File: src/rtl/cordic_vm_pkg.sv
// cordic_vm_pkg
//   Shared definitions for the time-shared CORDIC vectoring engine:
//   - Q10.15 arctangent table and PI/2 constant
//   - sequencer state encoding
//   - helper that rescales a Q10.15 constant to P_F fractional bits
//   No ports (package).
package cordic_vm_pkg;

    localparam int ATAN_N   = 11;
    localparam int PI_2_Q15 = 51472;

    typedef enum logic [1:0] {
        ST_IDLE = 2'd0,
        ST_ROT  = 2'd1,
        ST_OUT  = 2'd2
    } state_t;

    // atan(2^-s) in Q10.15; entries past the table are zero.
    function automatic int atan_q15(input int s);
        case (s)
            0:       return 25736;
            1:       return 15193;
            2:       return 8027;
            3:       return 4075;
            4:       return 2045;
            5:       return 1024;
            6:       return 512;
            7:       return 256;
            8:       return 128;
            9:       return 64;
            10:      return 32;
            default: return 0;
        endcase
    endfunction

    // Truncating rescale from Q10.15 to P_F fractional bits.
    function automatic int rescale_q15(input int v, input int p_f);
        return v >>> (15 - p_f);
    endfunction

endpackage

File: src/rtl/cordic_vm_stage.sv
// cordic_vm_stage
//   One combinational vectoring-mode micro-rotation. The direction is
//   chosen to drive u_imag toward zero; the phase accumulator moves by
//   the matching arctangent. All sums wrap at their port width.
// Ports:
//   u_real, u_imag   in   current vector (signed, U_WL)
//   phase            in   current phase accumulator (signed, P_WL)
//   s                in   shift amount for this micro-rotation
//   atan             in   atan(2^-s) already scaled to the phase format
//   u_real_nx, u_imag_nx, phase_nx  out  rotated vector and phase
module cordic_vm_stage #(
    parameter int U_WL = 9,
    parameter int P_WL = 11,
    parameter int S_W  = 3
) (
    input  logic signed [U_WL-1:0] u_real,
    input  logic signed [U_WL-1:0] u_imag,
    input  logic signed [P_WL-1:0] phase,
    input  logic        [S_W-1:0]  s,
    input  logic signed [P_WL-1:0] atan,
    output logic signed [U_WL-1:0] u_real_nx,
    output logic signed [U_WL-1:0] u_imag_nx,
    output logic signed [P_WL-1:0] phase_nx
);

    logic signed [U_WL-1:0] re_sh;
    logic signed [U_WL-1:0] im_sh;

    assign re_sh = u_real >>> s;
    assign im_sh = u_imag >>> s;

    // NOTE: every output gets a value on every path through this block, so
    // no latch is inferred; an if without else here would create one.
    always_comb begin
        if (!u_imag[U_WL-1]) begin
            u_real_nx = u_real + im_sh;
            u_imag_nx = u_imag - re_sh;
            phase_nx  = phase + atan;
        end else begin
            u_real_nx = u_real - im_sh;
            u_imag_nx = u_imag + re_sh;
            phase_nx  = phase - atan;
        end
    end

endmodule

File: src/rtl/cordic_vm_sched.sv
// cordic_vm_sched
//   Time-shared iterative CORDIC vectoring-mode phase engine. A round-robin
//   arbiter picks one of N_REQ requesters, the winning vector is pre-rotated
//   into the right half-plane, then ITER micro-rotations run one per clock
//   through a single shared stage. The result is held until taken.
// Ports:
//   clk, rst        clock (rising edge), synchronous active-high reset
//   i_req_valid     per-requester vector valid
//   o_req_ready     one-hot grant; asserted only in IDLE or OUT with i_ready
//   i_u_real/imag   packed inputs, requester k at [k*U_WL +: U_WL]
//   o_valid         result valid
//   i_ready         downstream ready
//   o_phase         signed phase result (Q.P_F)
//   o_id            index of the requester that owns o_phase
module cordic_vm_sched
    import cordic_vm_pkg::*;
#(
    parameter  int N_REQ = 4,
    parameter  int U_WL  = 9,
    parameter  int U_F   = 8,
    parameter  int P_WL  = 11,
    parameter  int P_F   = 7,
    parameter  int ITER  = 5,
    localparam int ID_W  = $clog2(N_REQ)
) (
    input  logic                    clk,
    input  logic                    rst,
    input  logic [N_REQ-1:0]        i_req_valid,
    output logic [N_REQ-1:0]        o_req_ready,
    input  logic [N_REQ*U_WL-1:0]   i_u_real,
    input  logic [N_REQ*U_WL-1:0]   i_u_imag,
    output logic                    o_valid,
    input  logic                    i_ready,
    output logic signed [P_WL-1:0]  o_phase,
    output logic [ID_W-1:0]         o_id
);

    localparam int CNT_W = (ITER > 1) ? $clog2(ITER) : 1;
    localparam logic signed [P_WL-1:0] PI_2 = P_WL'(rescale_q15(PI_2_Q15, P_F));

    if (N_REQ < 2 || N_REQ > 8 || ITER < 1 || ITER > ATAN_N ||
        U_F >= U_WL || P_F > 15 || P_F >= P_WL) begin : g_param_check
        $error("cordic_vm_sched: unsupported parameter set");
    end

    state_t                 state_q, state_d;
    logic signed [U_WL-1:0] re_q, im_q;
    logic signed [P_WL-1:0] ph_q;
    logic [CNT_W-1:0]       cnt_q;
    logic [ID_W-1:0]        id_q;
    logic [ID_W-1:0]        last_grant_q;

    // ---------------- round-robin arbiter ----------------
    logic [N_REQ-1:0] grant;
    logic [ID_W-1:0]  grant_id;
    logic [ID_W-1:0]  rr_idx;
    logic             found;
    logic             can_accept;
    logic             accept;

    // Search starts one past the last winner and wraps, so the most
    // recently served requester has the lowest priority.
    always_comb begin
        grant    = '0;
        grant_id = '0;
        rr_idx   = '0;
        found    = 1'b0;
        for (int i = 1; i <= N_REQ; i++) begin
            rr_idx = ID_W'((int'(last_grant_q) + i) % N_REQ);
            if (!found && i_req_valid[rr_idx]) begin
                found          = 1'b1;
                grant[rr_idx]  = 1'b1;
                grant_id       = rr_idx;
            end
        end
    end

    // Ready is suppressed while rst is high so nothing is accepted in the
    // reset cycle even though the state register has not cleared yet.
    assign can_accept  = !rst && ((state_q == ST_IDLE) ||
                                  (state_q == ST_OUT && i_ready));
    assign o_req_ready = can_accept ? grant : '0;
    assign accept      = |o_req_ready;

    // ---------------- winner select + pre-rotation ----------------
    logic signed [U_WL-1:0] sel_re, sel_im;
    logic signed [U_WL-1:0] pre_re, pre_im;
    logic signed [P_WL-1:0] pre_ph;

    always_comb begin
        sel_re = '0;
        sel_im = '0;
        for (int k = 0; k < N_REQ; k++) begin
            if (grant_id == ID_W'(k)) begin
                sel_re = i_u_real[k*U_WL +: U_WL];
                sel_im = i_u_imag[k*U_WL +: U_WL];
            end
        end
    end

    // Left half-plane vectors are turned by +/-90 degrees so the CORDIC
    // sequence only has to cover the right half-plane. Negation wraps,
    // so the most negative input maps onto itself.
    always_comb begin
        pre_re = sel_re;
        pre_im = sel_im;
        pre_ph = '0;
        if (sel_re[U_WL-1]) begin
            if (!sel_im[U_WL-1]) begin
                pre_re = sel_im;
                pre_im = -sel_re;
                pre_ph = PI_2;
            end else begin
                pre_re = -sel_im;
                pre_im = sel_re;
                pre_ph = -PI_2;
            end
        end
    end

    // ---------------- shared micro-rotation ----------------
    logic signed [U_WL-1:0] rot_re, rot_im;
    logic signed [P_WL-1:0] rot_ph;
    logic signed [P_WL-1:0] atan_cur;

    assign atan_cur = P_WL'(rescale_q15(atan_q15(int'(cnt_q)), P_F));

    cordic_vm_stage #(
        .U_WL (U_WL),
        .P_WL (P_WL),
        .S_W  (CNT_W)
    ) u_stage (
        .u_real    (re_q),
        .u_imag    (im_q),
        .phase     (ph_q),
        .s         (cnt_q),
        .atan      (atan_cur),
        .u_real_nx (rot_re),
        .u_imag_nx (rot_im),
        .phase_nx  (rot_ph)
    );

    // ---------------- sequencer ----------------
    logic last_rot;
    assign last_rot = (cnt_q == CNT_W'(ITER - 1));

    // NOTE: sequential state uses non-blocking assignments so every register
    // samples pre-edge values regardless of block evaluation order.
    always_ff @(posedge clk) begin
        if (rst) state_q <= ST_IDLE;
        else     state_q <= state_d;
    end

    always_comb begin
        state_d = state_q;
        case (state_q)
            ST_IDLE: if (accept)   state_d = ST_ROT;
            ST_ROT:  if (last_rot) state_d = ST_OUT;
            ST_OUT:  if (i_ready)  state_d = accept ? ST_ROT : ST_IDLE;
            default:               state_d = ST_IDLE;
        endcase
    end

    always_ff @(posedge clk) begin
        if (rst) begin
            re_q         <= '0;
            im_q         <= '0;
            ph_q         <= '0;
            cnt_q        <= '0;
            id_q         <= '0;
            last_grant_q <= ID_W'(N_REQ - 1);
        end else if (accept) begin
            re_q         <= pre_re;
            im_q         <= pre_im;
            ph_q         <= pre_ph;
            cnt_q        <= '0;
            id_q         <= grant_id;
            last_grant_q <= grant_id;
        end else if (state_q == ST_ROT) begin
            re_q  <= rot_re;
            im_q  <= rot_im;
            ph_q  <= rot_ph;
            cnt_q <= last_rot ? '0 : cnt_q + CNT_W'(1);
        end
    end

    assign o_valid = (state_q == ST_OUT);
    assign o_phase = ph_q;
    assign o_id    = id_q;

endmodule

File: config.mk
export PLATFORM = sky130hd
export DESIGN_NAME = cordic_vm_sched
export DESIGN_NICKNAME = d
export VERILOG_FILES = /design/src/rtl/cordic_vm_pkg.sv /design/src/rtl/cordic_vm_stage.sv /design/src/rtl/cordic_vm_sched.sv
export SDC_FILE = /design/constraint.sdc
export NUM_CORES = 1
export LEC_CHECK = 0
export BUFFER_PORTS_ARGS = -buffer_cell sky130_fd_sc_hd__buf_2
export CAP_MARGIN = 40
export CELL_PAD_IN_SITES_DETAIL_PLACEMENT = 1
export CELL_PAD_IN_SITES_GLOBAL_PLACEMENT = 1
export CORE_ASPECT_RATIO = 1.2
export CORE_MARGIN = 2
export CORE_UTILIZATION = 45
export CTS_BUF_LIST = sky130_fd_sc_hd__clkbuf_2
export CTS_CLUSTER_SIZE = 40
export DETAILED_ROUTE_END_ITERATION = 10
export GPL_ROUTABILITY_DRIVEN = 0
export GPL_TIMING_DRIVEN = 1
export HOLD_SLACK_MARGIN = 0.12
export MAX_ROUTING_LAYER = met4
export PLACE_DENSITY = 0.95
export SLEW_MARGIN = 20
export SYNTH_ARGS = -nofsm -noshare
export SYNTH_HDL_FRONTEND = slang
export SYNTH_SLANG_ARGS = --single-unit
File: constraint.sdc
create_clock -name clk -period 12.45 [get_ports clk]
set_input_delay 1.8675 -clock clk [delete_from_list [all_inputs] [get_ports clk]]
set_output_delay 1.8675 -clock clk [all_outputs]
set_load 0.1 [all_outputs]
==> impl_metrics.json <==
{
  "cts.sinks": 45,
  "place_inst": 950,
  "synth_area_um2": 5670,
  "fin_skew_ns": 0.0389,
  "synth_area_leaders": "dfxtp_1, ha_1, mux4_2",
  "outcome": "complete, no violations",
  "drv_cap": 0,
  "cts.clk_slew.worst_paths_ns": 0.27,
  "synth_cell_types": 74,
  "drc": 0,
  "grt_pass1_wl_mm": 30.8,
  "grtUsageMet3": 0.0352,
  "drt_pre_antenna_iters": 7,
  "grtUsageMet1": 0.308,
  "placed_area_um2": 6190,
  "grt_max_degree": 41,
  "relSlewSlack": 0.541,
  "cp-start-kind": "primary input",
  "syn_area_per_cell_um2": 7.79,
  "r2r_start": "last_grant_q[0]$_SDFFE_PP1N_",
  "whs_path_depth": 2,
  "rows": 44,
  "r2r_slack_ns": 7.34,
  "wl_per_cell_um": 19.7,
  "grtUsageTotal": 0.288,
  "final_cells": 960,
  "pin_count": 97,
  "synthDominantAreaCellType": "dfxtp_1",
  "clockBufferDepth": 2,
  "report.final.slew_viol_count": 0,
  "timing.hold.ws_ns": 0.526,
  "cts_buffers": 5,
  "mostFrequentLayoutCell": "buf_2",
  "critical_path_class": "primary input to output pin",
  "setup_violations": 0,
  "yosysWarnings": 0,
  "ys.flop_type": "dfxtp_1",
  "io_buffers": 96,
  "setup-tns-final_ns": 0,
  "final_cell_mix": "buf_2, nor2_1, a21oi_1, nand2_1, o21ai_0",
  "tightest_slew_ns": 0.682,
  "cts_resized": 0,
  "syn2layout_area_growth_pct": 10.6,
  "worstSkewPairLatency_ns": 0.51,
  "post_cts_buffers": 0,
  "totalWireLength_mm": 19.0,
  "worstHoldStart": "o_id[0]$_SDFFE_PP0N_",
  "viasPerCell": 6.20,
  "die-height_um": 127,
  "post-route-cell-area_um2": 6270,
  "hold_end": "o_id[0]$_SDFFE_PP0N_",
  "root_buffer": "clkbuf_2",
  "nets": 924,
  "async_flop_share": 0,
  "core_area_um2": 12200,
  "hold_path.class": "flip-flop to flip-flop",
  "synth_seq_cells": 45,
  "hold_buffers": 0,
  "hold_violations": 0,
  "start_util": 0.464,
  "dp_hpwl_mm": 14.7,
  "first_iter_violations": 308,
  "final_antenna_net_count": 0,
  "synth_edf_count": 0,
  "grt_pass1_vias": 6463,
  "cp-end-kind": "output pin",
  "via_count": 5951,
  "yosysSeqAreaShare": 0.159,
  "syn_nets": 855,
  "grt_antenna_before_repair": 1,
  "busiest_layer": "met2",
  "drive_gt1_frac": 0.204,
  "htreeDepth": 2,
  "rsz0062_at_grt": "no",
  "die_w_um": 106,
  "cp.arrival_ns": 3.72,
  "die_area_um2": 13500,
  "fin_crit_sh": 0.448,
  "globalRouteOverflowTotal": 0,
  "cts_tree": "done",
  "timing.rr.end": "re_q[6]$_SDFFE_PP0P_",
  "fin_crit_ns": 5.58,
  "yosys.area.top_type_share": 0.159,
  "worstPathRequired_ns": 10.58,
  "syn_inst": 728,
  "timing.fmax_mhz": 179,
  "final.fill_count": 1577,
  "path_max_fanout": 11,
  "met2_usage": 0.532,
  "startpoint": "i_req_valid[1]",
  "ff2ff_path_depth": 15
}
==> per-layer routing <==
metal,routed length (um),vias to the layer above
met5,0,-
met2,9960,210
met4,712,0
li1,-,2777
met3,702,60
met1,7580,2904
==> kinds of logic (layout without fill, tap and decap cells) <==
group | count (synthesis) | after routing | synth area share
AOI/OAI and AO/OA | 213 | 213 | 0.240
adders and majority gates | 48 | 48 | 0.110
DFF | 45 | 45 | 0.159
xor gates and xnor gates | 47 | 47 | 0.0726
and+or+nand+nor | 227 | 227 | 0.195
buffers and inverters | 91 | 161 | 0.0752
muxes | 57 | 57 | 0.149
other | 0 | 1 | 0
==> area by class of cell <==
| cell class | instances | area, um^2 | share of cell area |
|---|---|---|---|
| flip-flops and latches | 45 | 901 | 0.144 |
| inverters | 47 | 176 | 0.0281 |
| clock buffers | 6 | 30.0 | 0.00479 |
| multi-input cells | 592 | 4360 | 0.694 |
| diodes | 1 | 2.50 | 0.000399 |
| clock inverters | 2 | 38.8 | 0.00618 |
| repair buffers | 106 | 567 | 0.0903 |
| well taps | 161 | 201 | 0.0321 |
==> sequential cells by signal, summed over array words and instances (netlist names) <==
signal / flops
atan_cur: 7
cnt_q: 3
im_q: 9
last_grant_q: 2
o_id: 2
o_phase: 11
re_q: 9
state_q: 2
==> critical path, stage by stage <==
cell and delay (ns):
buf_2 0.15, mux4_2 0.59, and2b_2 0.27, a22oi_1 0.08
o21a_1 0.19, a21oi_1 0.11, buf_2 0.44
==> synth_stat cells (9+ instances only) <==
cell type	instances
o21ai_0	48
a21oi_1	66
mux2_2	10
nand2_1	63
ha_1	45
dfxtp_1	45
o22ai_1	9
inv_1	45
mux4_2	16
nor2_1	76
a211oi_1	19
nor3_1	26
xor2_1	17
a21o_1	12
xnor2_1	30
nor3b_1	9
mux2i_1	27
clkbuf_1	26
==> per-stage QoR <==
step | utilization | worst slack (ns)
finish | 0.513 | 6.87
CTS | 0.512 | 6.88
detailed placement | 0.506 | 6.78
floorplan | - | 6.10
global placement | 0.505 | 6.92
global route | 0.513 | 6.60
==> worst max path at each step <==
| stage | endpoint |
|---|---|
| 2_1_floorplan | o_req_ready[0] |
| 3_3_place_gp | o_req_ready[0] |
| 3_5_place_dp | re_q[6]$_SDFFE_PP0P_ |
| 4_1_cts | o_req_ready[0] |
| 5_1_grt | o_req_ready[0] |
| 6_report | o_req_ready[0] |
Power is left out: the tool's default activity adds up to more than one toggle a clock period on the data nets, which glitch-free logic cannot reach.
